File: src/rtl/apb_master_bridge_pkg.sv
// APB master bridge: shared types and defaults.
// State encoding matches the APB phase numbering.
package apb_master_bridge_pkg;

  localparam int DEF_ADDR_WIDTH = 8;
  localparam int DEF_DATA_WIDTH = 16;
  localparam int DEF_TIMEOUT    = 16;

  typedef enum logic [1:0] {
    IDLE   = 2'd0,
    SETUP  = 2'd1,
    ACCESS = 2'd2
  } state_t;

  function automatic int cnt_width(
    input int unsigned t
  );
    return $clog2(t) + 1;
  endfunction

endpackage

File: src/rtl/apb_master_bridge_if.sv
// Local command/response bus and APB3 bus.
// master drives the request, slave answers it.
interface apb_cmd_if
  import apb_master_bridge_pkg::*;
#(
  parameter int ADDR_WIDTH = DEF_ADDR_WIDTH,
  parameter int DATA_WIDTH = DEF_DATA_WIDTH
);
  logic                  cmd_valid;
  logic                  cmd_ready;
  logic                  cmd_write;
  logic [ADDR_WIDTH-1:0] cmd_addr;
  logic [DATA_WIDTH-1:0] cmd_wdata;
  logic                  rsp_valid;
  logic [DATA_WIDTH-1:0] rsp_rdata;
  logic                  rsp_err;

  modport master (
    output cmd_valid, cmd_write,
    output cmd_addr, cmd_wdata,
    input  cmd_ready,
    input  rsp_valid, rsp_rdata, rsp_err
  );

  modport slave (
    input  cmd_valid, cmd_write,
    input  cmd_addr, cmd_wdata,
    output cmd_ready,
    output rsp_valid, rsp_rdata, rsp_err
  );
endinterface

interface apb_bus_if
  import apb_master_bridge_pkg::*;
#(
  parameter int ADDR_WIDTH = DEF_ADDR_WIDTH,
  parameter int DATA_WIDTH = DEF_DATA_WIDTH
);
  logic                  PSEL;
  logic                  PENABLE;
  logic                  PWRITE;
  logic [ADDR_WIDTH-1:0] PADDR;
  logic [DATA_WIDTH-1:0] PWDATA;
  logic [DATA_WIDTH-1:0] PRDATA;
  logic                  PREADY;

  modport master (
    output PSEL, PENABLE, PWRITE,
    output PADDR, PWDATA,
    input  PRDATA, PREADY
  );

  modport slave (
    input  PSEL, PENABLE, PWRITE,
    input  PADDR, PWDATA,
    output PRDATA, PREADY
  );
endinterface

File: src/rtl/apb_master_bridge.sv
// Single-outstanding APB3 requester with
// optional ACCESS-phase timeout.
module apb_master_bridge
  import apb_master_bridge_pkg::*;
#(
  parameter int unsigned TIMEOUT = DEF_TIMEOUT
) (
  input  logic      PCLK,
  input  logic      PRESET,
  apb_cmd_if.slave  cmd,
  apb_bus_if.master apb
);

  localparam int CW = cnt_width(TIMEOUT);
  localparam logic [CW-1:0] LAST =
    CW'(TIMEOUT - 1);

  state_t        state;
  logic [CW-1:0] cnt;
  logic          timed_out;

  assign cmd.cmd_ready =
    (state == IDLE) & ~PRESET;

  // Kept exclusive with PREADY so the
  // ACCESS decode stays one-hot.
  assign timed_out = ~apb.PREADY
    & (TIMEOUT != 0) & (cnt == LAST);

  always_ff @(posedge PCLK) begin
    if (PRESET) begin
      state         <= IDLE;
      cnt           <= '0;
      apb.PSEL      <= 1'b0;
      apb.PENABLE   <= 1'b0;
      apb.PWRITE    <= 1'b0;
      apb.PADDR     <= '0;
      apb.PWDATA    <= '0;
      cmd.rsp_valid <= 1'b0;
      cmd.rsp_rdata <= '0;
      cmd.rsp_err   <= 1'b0;
    end else begin
      cmd.rsp_valid <= 1'b0;
      unique case (state)
        IDLE: begin
          if (cmd.cmd_valid) begin
            apb.PWRITE  <= cmd.cmd_write;
            apb.PADDR   <= cmd.cmd_addr;
            apb.PWDATA  <= cmd.cmd_wdata;
            apb.PSEL    <= 1'b1;
            apb.PENABLE <= 1'b0;
            state       <= SETUP;
          end
        end
        SETUP: begin
          apb.PENABLE <= 1'b1;
          cnt         <= '0;
          state       <= ACCESS;
        end
        ACCESS: begin
          unique case (1'b1)
            apb.PREADY: begin
              apb.PSEL      <= 1'b0;
              apb.PENABLE   <= 1'b0;
              cmd.rsp_valid <= 1'b1;
              cmd.rsp_err   <= 1'b0;
              cmd.rsp_rdata <= apb.PWRITE
                ? '0 : apb.PRDATA;
              state         <= IDLE;
            end
            timed_out: begin
              apb.PSEL      <= 1'b0;
              apb.PENABLE   <= 1'b0;
              cmd.rsp_valid <= 1'b1;
              cmd.rsp_err   <= 1'b1;
              cmd.rsp_rdata <= '0;
              state         <= IDLE;
            end
            default: cnt <= cnt + 1'b1;
          endcase
        end
        default: state <= IDLE;
      endcase
    end
  end

endmodule

File: src/flat_wrapper.sv
// flat-port wrapper written by rule: the top's interface ports become plain ports
module apb_master_bridge_flat import apb_master_bridge_pkg::*;
#(
  parameter int unsigned TIMEOUT = DEF_TIMEOUT
)
  (PCLK, PRESET, cmd_cmd_valid, cmd_cmd_write, cmd_cmd_addr, cmd_cmd_wdata, cmd_cmd_ready, cmd_rsp_valid, cmd_rsp_rdata, cmd_rsp_err, apb_PSEL, apb_PENABLE, apb_PWRITE, apb_PADDR, apb_PWDATA, apb_PRDATA, apb_PREADY);
  apb_cmd_if #(.ADDR_WIDTH(8), .DATA_WIDTH(16)) cmd_i ();
  apb_bus_if #(.ADDR_WIDTH(8), .DATA_WIDTH(16)) apb_i ();
  input  logic PCLK;
  input  logic PRESET;
  input wire logic [$bits(cmd_i.cmd_valid)-1:0] cmd_cmd_valid;
  input wire logic [$bits(cmd_i.cmd_write)-1:0] cmd_cmd_write;
  input wire logic [$bits(cmd_i.cmd_addr)-1:0] cmd_cmd_addr;
  input wire logic [$bits(cmd_i.cmd_wdata)-1:0] cmd_cmd_wdata;
  output wire logic [$bits(cmd_i.cmd_ready)-1:0] cmd_cmd_ready;
  output wire logic [$bits(cmd_i.rsp_valid)-1:0] cmd_rsp_valid;
  output wire logic [$bits(cmd_i.rsp_rdata)-1:0] cmd_rsp_rdata;
  output wire logic [$bits(cmd_i.rsp_err)-1:0] cmd_rsp_err;
  output wire logic [$bits(apb_i.PSEL)-1:0] apb_PSEL;
  output wire logic [$bits(apb_i.PENABLE)-1:0] apb_PENABLE;
  output wire logic [$bits(apb_i.PWRITE)-1:0] apb_PWRITE;
  output wire logic [$bits(apb_i.PADDR)-1:0] apb_PADDR;
  output wire logic [$bits(apb_i.PWDATA)-1:0] apb_PWDATA;
  input wire logic [$bits(apb_i.PRDATA)-1:0] apb_PRDATA;
  input wire logic [$bits(apb_i.PREADY)-1:0] apb_PREADY;
  assign cmd_i.cmd_valid = cmd_cmd_valid;
  assign cmd_i.cmd_write = cmd_cmd_write;
  assign cmd_i.cmd_addr = cmd_cmd_addr;
  assign cmd_i.cmd_wdata = cmd_cmd_wdata;
  assign cmd_cmd_ready = cmd_i.cmd_ready;
  assign cmd_rsp_valid = cmd_i.rsp_valid;
  assign cmd_rsp_rdata = cmd_i.rsp_rdata;
  assign cmd_rsp_err = cmd_i.rsp_err;
  assign apb_PSEL = apb_i.PSEL;
  assign apb_PENABLE = apb_i.PENABLE;
  assign apb_PWRITE = apb_i.PWRITE;
  assign apb_PADDR = apb_i.PADDR;
  assign apb_PWDATA = apb_i.PWDATA;
  assign apb_i.PRDATA = apb_PRDATA;
  assign apb_i.PREADY = apb_PREADY;
  apb_master_bridge #(.TIMEOUT(TIMEOUT)) u_core (.PCLK(PCLK), .PRESET(PRESET), .cmd(cmd_i), .apb(apb_i));
endmodule
File: config.mk
export PLATFORM = sky130hd
export DESIGN_NAME = apb_master_bridge_flat
export DESIGN_NICKNAME = d
export VERILOG_FILES = /design/src/rtl/apb_master_bridge_pkg.sv /design/src/rtl/apb_master_bridge_if.sv /design/src/rtl/apb_master_bridge.sv /design/src/flat_wrapper.sv
export SDC_FILE = /design/constraint.sdc
export NUM_CORES = 1
export LEC_CHECK = 0
export CELL_PAD_IN_SITES_DETAIL_PLACEMENT = 1
export CELL_PAD_IN_SITES_GLOBAL_PLACEMENT = 2
export CORE_ASPECT_RATIO = 0.75
export CORE_MARGIN = 2
export CORE_UTILIZATION = 23
export DETAILED_ROUTE_END_ITERATION = 8
export MAX_ROUTING_LAYER = met4
export PLACE_DENSITY_LB_ADDON = 0.05
export SLEW_MARGIN = 20
export SYNTH_ARGS = -nofsm -noshare
export SYNTH_HDL_FRONTEND = slang
export SYNTH_SLANG_ARGS = --single-unit
File: constraint.sdc
create_clock -name PCLK -period 2.8 [get_ports PCLK]
set_input_delay 0.56 -clock PCLK [delete_from_list [all_inputs] [get_ports PCLK]]
set_output_delay 0.56 -clock PCLK [all_outputs]
set_load 0.03 [all_outputs]
# Yosys cells after proc, flatten, opt, wreduce, memory -nomap -nowiden
# Index checks and enable logic that the tools add are counted.
# W data, S select, Z words.
# totals
word_cells	49
out_inout_bits	46
register_bits	52
# classes
bitwise	5
n_eq_ne	6
mux	14
n_addsub	1
reduce_logical	13
# ops
op	n
$pmux W16 S2	1
$mux W16	1
$pmux W5 S2	1
$reduce_and A2 Y1	4
$ne A2 B2 Y1 const B	3
$pmux W2 S3	1
$reduce_and A3 Y1	2
$reduce_bool A2 Y1	3
$add A5 B1 Y5 const B	1
$eq A5 B4 Y1 const B	1
$mux W5	1
$mux W1	4
$mux W2	2
$pmux W1 S2	2
$reduce_or A2 Y1	2
$not A1 Y1	3
$pmux W1 S3	1
$reduce_bool A3 Y1	1
$and A1 B1 Y1	2
$eq A2 B1 Y1 const B	1
$eq A2 B2 Y1 const B	1
$logic_not A2 Y1	1

# Logic depth before layout (Yosys ltp)
# logic_depth
word_depth	5
depth_mapped	7

# Worst setup path after synthesis
# OpenSTA, ideal clock, no wires.
# synth_path
path_type	in2out
startpoint	input port PRESET
endpoint	output port cmd_cmd_ready
stages	3
t_required_ns	2.240
n_path_buf	2
slack_ns	0.634
t_arrival_ns	1.606
cell_sequence	clkbuf_1 > clkbuf_1 > nor3_1
# synth_via
elab_chain_len	2
# synth_lines
element	line_no	text
start, declared	flat_wrapper.sv:10	input logic PRESET;
$not A1 Y1	apb_master_bridge.sv:23	(state == IDLE) & ~PRESET;
$and A1 B1 Y1	apb_master_bridge.sv:23	
end, declared	flat_wrapper.sv:15	output wire logic [$bits(cmd_i.cmd_ready)-1:0] cmd_cmd_ready;
# Every way passes these cells.

# Worst setup path in the final report
# layout_path
startpoint	register u_core.cnt[0]
endpoint	register u_core.cnt[3]
# layout_via
elab_chain_len	5
elab_cells_between_ends	8
cone_classes	add/sub (1); eq/ne (2); mux (2); bitwise (1); reduce/logical (2)
# layout_lines
element	line_no	text
start, declared	apb_master_bridge.sv:19	logic [CW-1:0] cnt;
start signal, assigned	apb_master_bridge.sv:79	default: cnt <= cnt + 1'b1;
branches (longest 5 deep; another with $add A5 B1 Y5)	n/a	
# Several ways; the timed one is not identified. The select of a mux whose other input is x is not followed.
# A chain may end at the register's enable or synchronous reset.

==> impl_metrics.ini <==
[outcome]
outcome = completed

[placement]
place_congestion = 0.6564
port-buffer-count = 90
dp_hpwl_um = 3914
pre_cts_ws_ns = 0.3458

[critical_path]
setup.worst_path.end_class = flip-flop
crit_path_start_kind = flip-flop
cp.required_ns = 3.01
critPathMaxFanout = 9
cp_data_arrival_time_ns = 2.52
crit_type = reg -> reg

[yosys]
avgSynthCellArea_um2 = 9.327
synthDistinctLibCells = 29
ys_ff_latch = 52
syn_nets = 256
synth_edf_count = 0
ys_warn_count = 0
yosysSeqAreaShare_pct = 53.40
dominantRegCellSynth = dfxtp_1
syn_area_mm2 = 0.001949
syn_inst = 209
async_reset_ff_share_pct = 0

[cells_and_area]
multi_input_area_um2 = 824.5
insertedDiodeCount = 0
num-nets-final = 340
fill_cells = 957
drive_gt1_share_pct = 4.762
areaGrowthSynthToFinish_pct = 58.41
final_common_cell = clkdlybuf4s50_1
regArea_mm2 = 0.001041
final_cell_mix = clkdlybuf4s50_1, dfxtp_1, nor2_1, mux2i_1, a21oi_1

[floorplan]
dieWidth_um = 110.3
start_util_pct = 23.36
die_h_um = 83.73
ioPinCount = 91
rows = 29
core_area_mm2 = 0.008346
dieArea_mm2 = 0.009236

[global_route]
overflow = 0
grt_pass1_wl_um = 9266
grt_pass1_vias = 1891
grt_max_degree = 54
grt.total_usage_pct = 13.62
antenna_found_initial = 0

[detailed_routing]
via_per_inst = 4.443
drt_iter0_markers = 50
routedWlPerCell_um = 14.23
routed_wl_um = 5720
dr_total_vias = 1786
first_pass_iters = 4
drc_errors = 0
antenna_left = 0

[timing]
rsz0062_at_grt = false
finalWorstSetupSlack_ns = 0.4937
max_clock_freq_mhz = 433.6
skew_ns = 0.004240
min_period_over_period_pct = 82.37
hold_ws_ns = 0.4750
period_needed_ns = 2.306
slew_viol_final = 0
fin_setup_tns_ns = 0
setup_violations = 0
hold_violations = 0
worst-slew-pin-transition_ns = 0.6922
timing.slew.headroom_pct = 53.85

[power_and_ir_drop]
powerDensity_mw_per_mm2 = 556.1
total_power_mw = 1.717
power_leakage_nw = 1.126
ir_worst_vdd_mv = 0.2460

[clocking]
htree_levels = 2
cts_made_buffers = 5
root_buffer = clkbuf_16
cts_tree = built
cts_num_sinks = 52
cts_setup_buffers = 0
cts_hold_buffers = 0
clock_latency_ns = 0.29
max-clock-path-buffers = 2
cts_resized = 0
path_clk_slew_ns = 0.07

[min_path]
hp-class = reg -> reg

[job]
maxCapViolCount = 0
==> logic make-up after synthesis <==
logic type | Yosys count | share of synthesized area [%]
AND/OR/NAND/NOR | 63 | 14.83
flip-flops | 52 | 53.40
multiplexers | 25 | 12.84
adder cells (fa/ha/maj) | 2 | 1.283
buffers and inverters | 21 | 4.877
AO/OA/AOI/OAI | 46 | 12.77
==> stage by stage <==
stage	area, um2	util, %	cells
after floorplan	1949	-	209
after global placement	2942	35.25	394
after detailed placement	2942	35.25	394
after CTS	3088	37.00	402
after global routing	3088	37.00	402
final	3088	37.00	402
==> path summary, 6_finish.rpt <==
path | from | to | slack (ns) | cells after the start
min reg2reg | u_core.cnt[4]$_SDFFE_PP0P_ | u_core.cnt[4]$_SDFFE_PP0P_ | 0.47 | 2
max reg2reg | u_core.cnt[0]$_SDFFE_PP0P_ | u_core.cnt[3]$_SDFFE_PP0P_ | 0.49 | 6
min | u_core.cnt[4]$_SDFFE_PP0P_ | u_core.cnt[4]$_SDFFE_PP0P_ | 0.47 | 2
max | u_core.cnt[0]$_SDFFE_PP0P_ | u_core.cnt[3]$_SDFFE_PP0P_ | 0.49 | 6
==> registers in the layout, indices dropped and copies added (netlist names), 2 cells and up <==
name / flops
u_core.apb.PWDATA: 16
u_core.state: 2
u_core.cnt: 5
u_core.apb.PADDR: 8
u_core.cmd.rsp_rdata: 16
==> routing by layer <==
metal / part of all wire, % / wire length, um / up-vias / global-route usage, %
li1: - / - / 880 / -
met1: 45 / 2600 / 861 / 16.87
met2: 45 / 2581 / 37 / 19.74
met3: 8.0 / 455 / 8 / 6.089
met4: 1.4 / 82 / 0 / 4.432
met5: 0 / 0 / - / -
==> cell type report <==
| class | instances | area share [%] |
|---|---|---|
| flip-flops and latches | 52 | 33.71 |
| repair buffers | 94 | 29.98 |
| multi-input cells | 136 | 26.70 |
| clock buffers | 8 | 4.741 |
| well taps | 108 | 4.376 |
| inverters | 4 | 0.4862 |
==> synthesized netlist by cell type (2+ instances only) <==
library cell,instances,area (um2)
mux2i_1,25,250.2
ha_1,2,25.02
inv_1,4,15.01
nor2_1,27,101.4
a21oi_1,22,110.1
dfxtp_1,52,1041
nor3_1,2,10.01
nand3_1,3,15.01
clkbuf_1,12,45.04
o21ai_0,16,80.08
nand2b_1,3,18.77
nor2b_1,2,12.51
nand2_1,17,63.81
buf_4,2,15.01
o21ai_1,3,15.01
or3_1,3,18.77
a211oi_1,2,15.01
==> worst max-delay path, stage by stage (launching register included) <==
cell      delay [ns]
dfxtp_1         0.34
ha_1            0.21
and3_1          0.18
ha_1            0.22
or4b_1          0.64
or3_1           0.42
a211oi_2        0.22
==> where the power goes <==
group | leakage [nW] | switching (mW) | internal (mW)
clock network | 0.0712 | 0.264 | 0.357
logic | 0.631 | 0.152 | 0.148
registers | 0.424 | 0.0218 | 0.774
No activity file was read; power rests on OpenSTA's default activity.
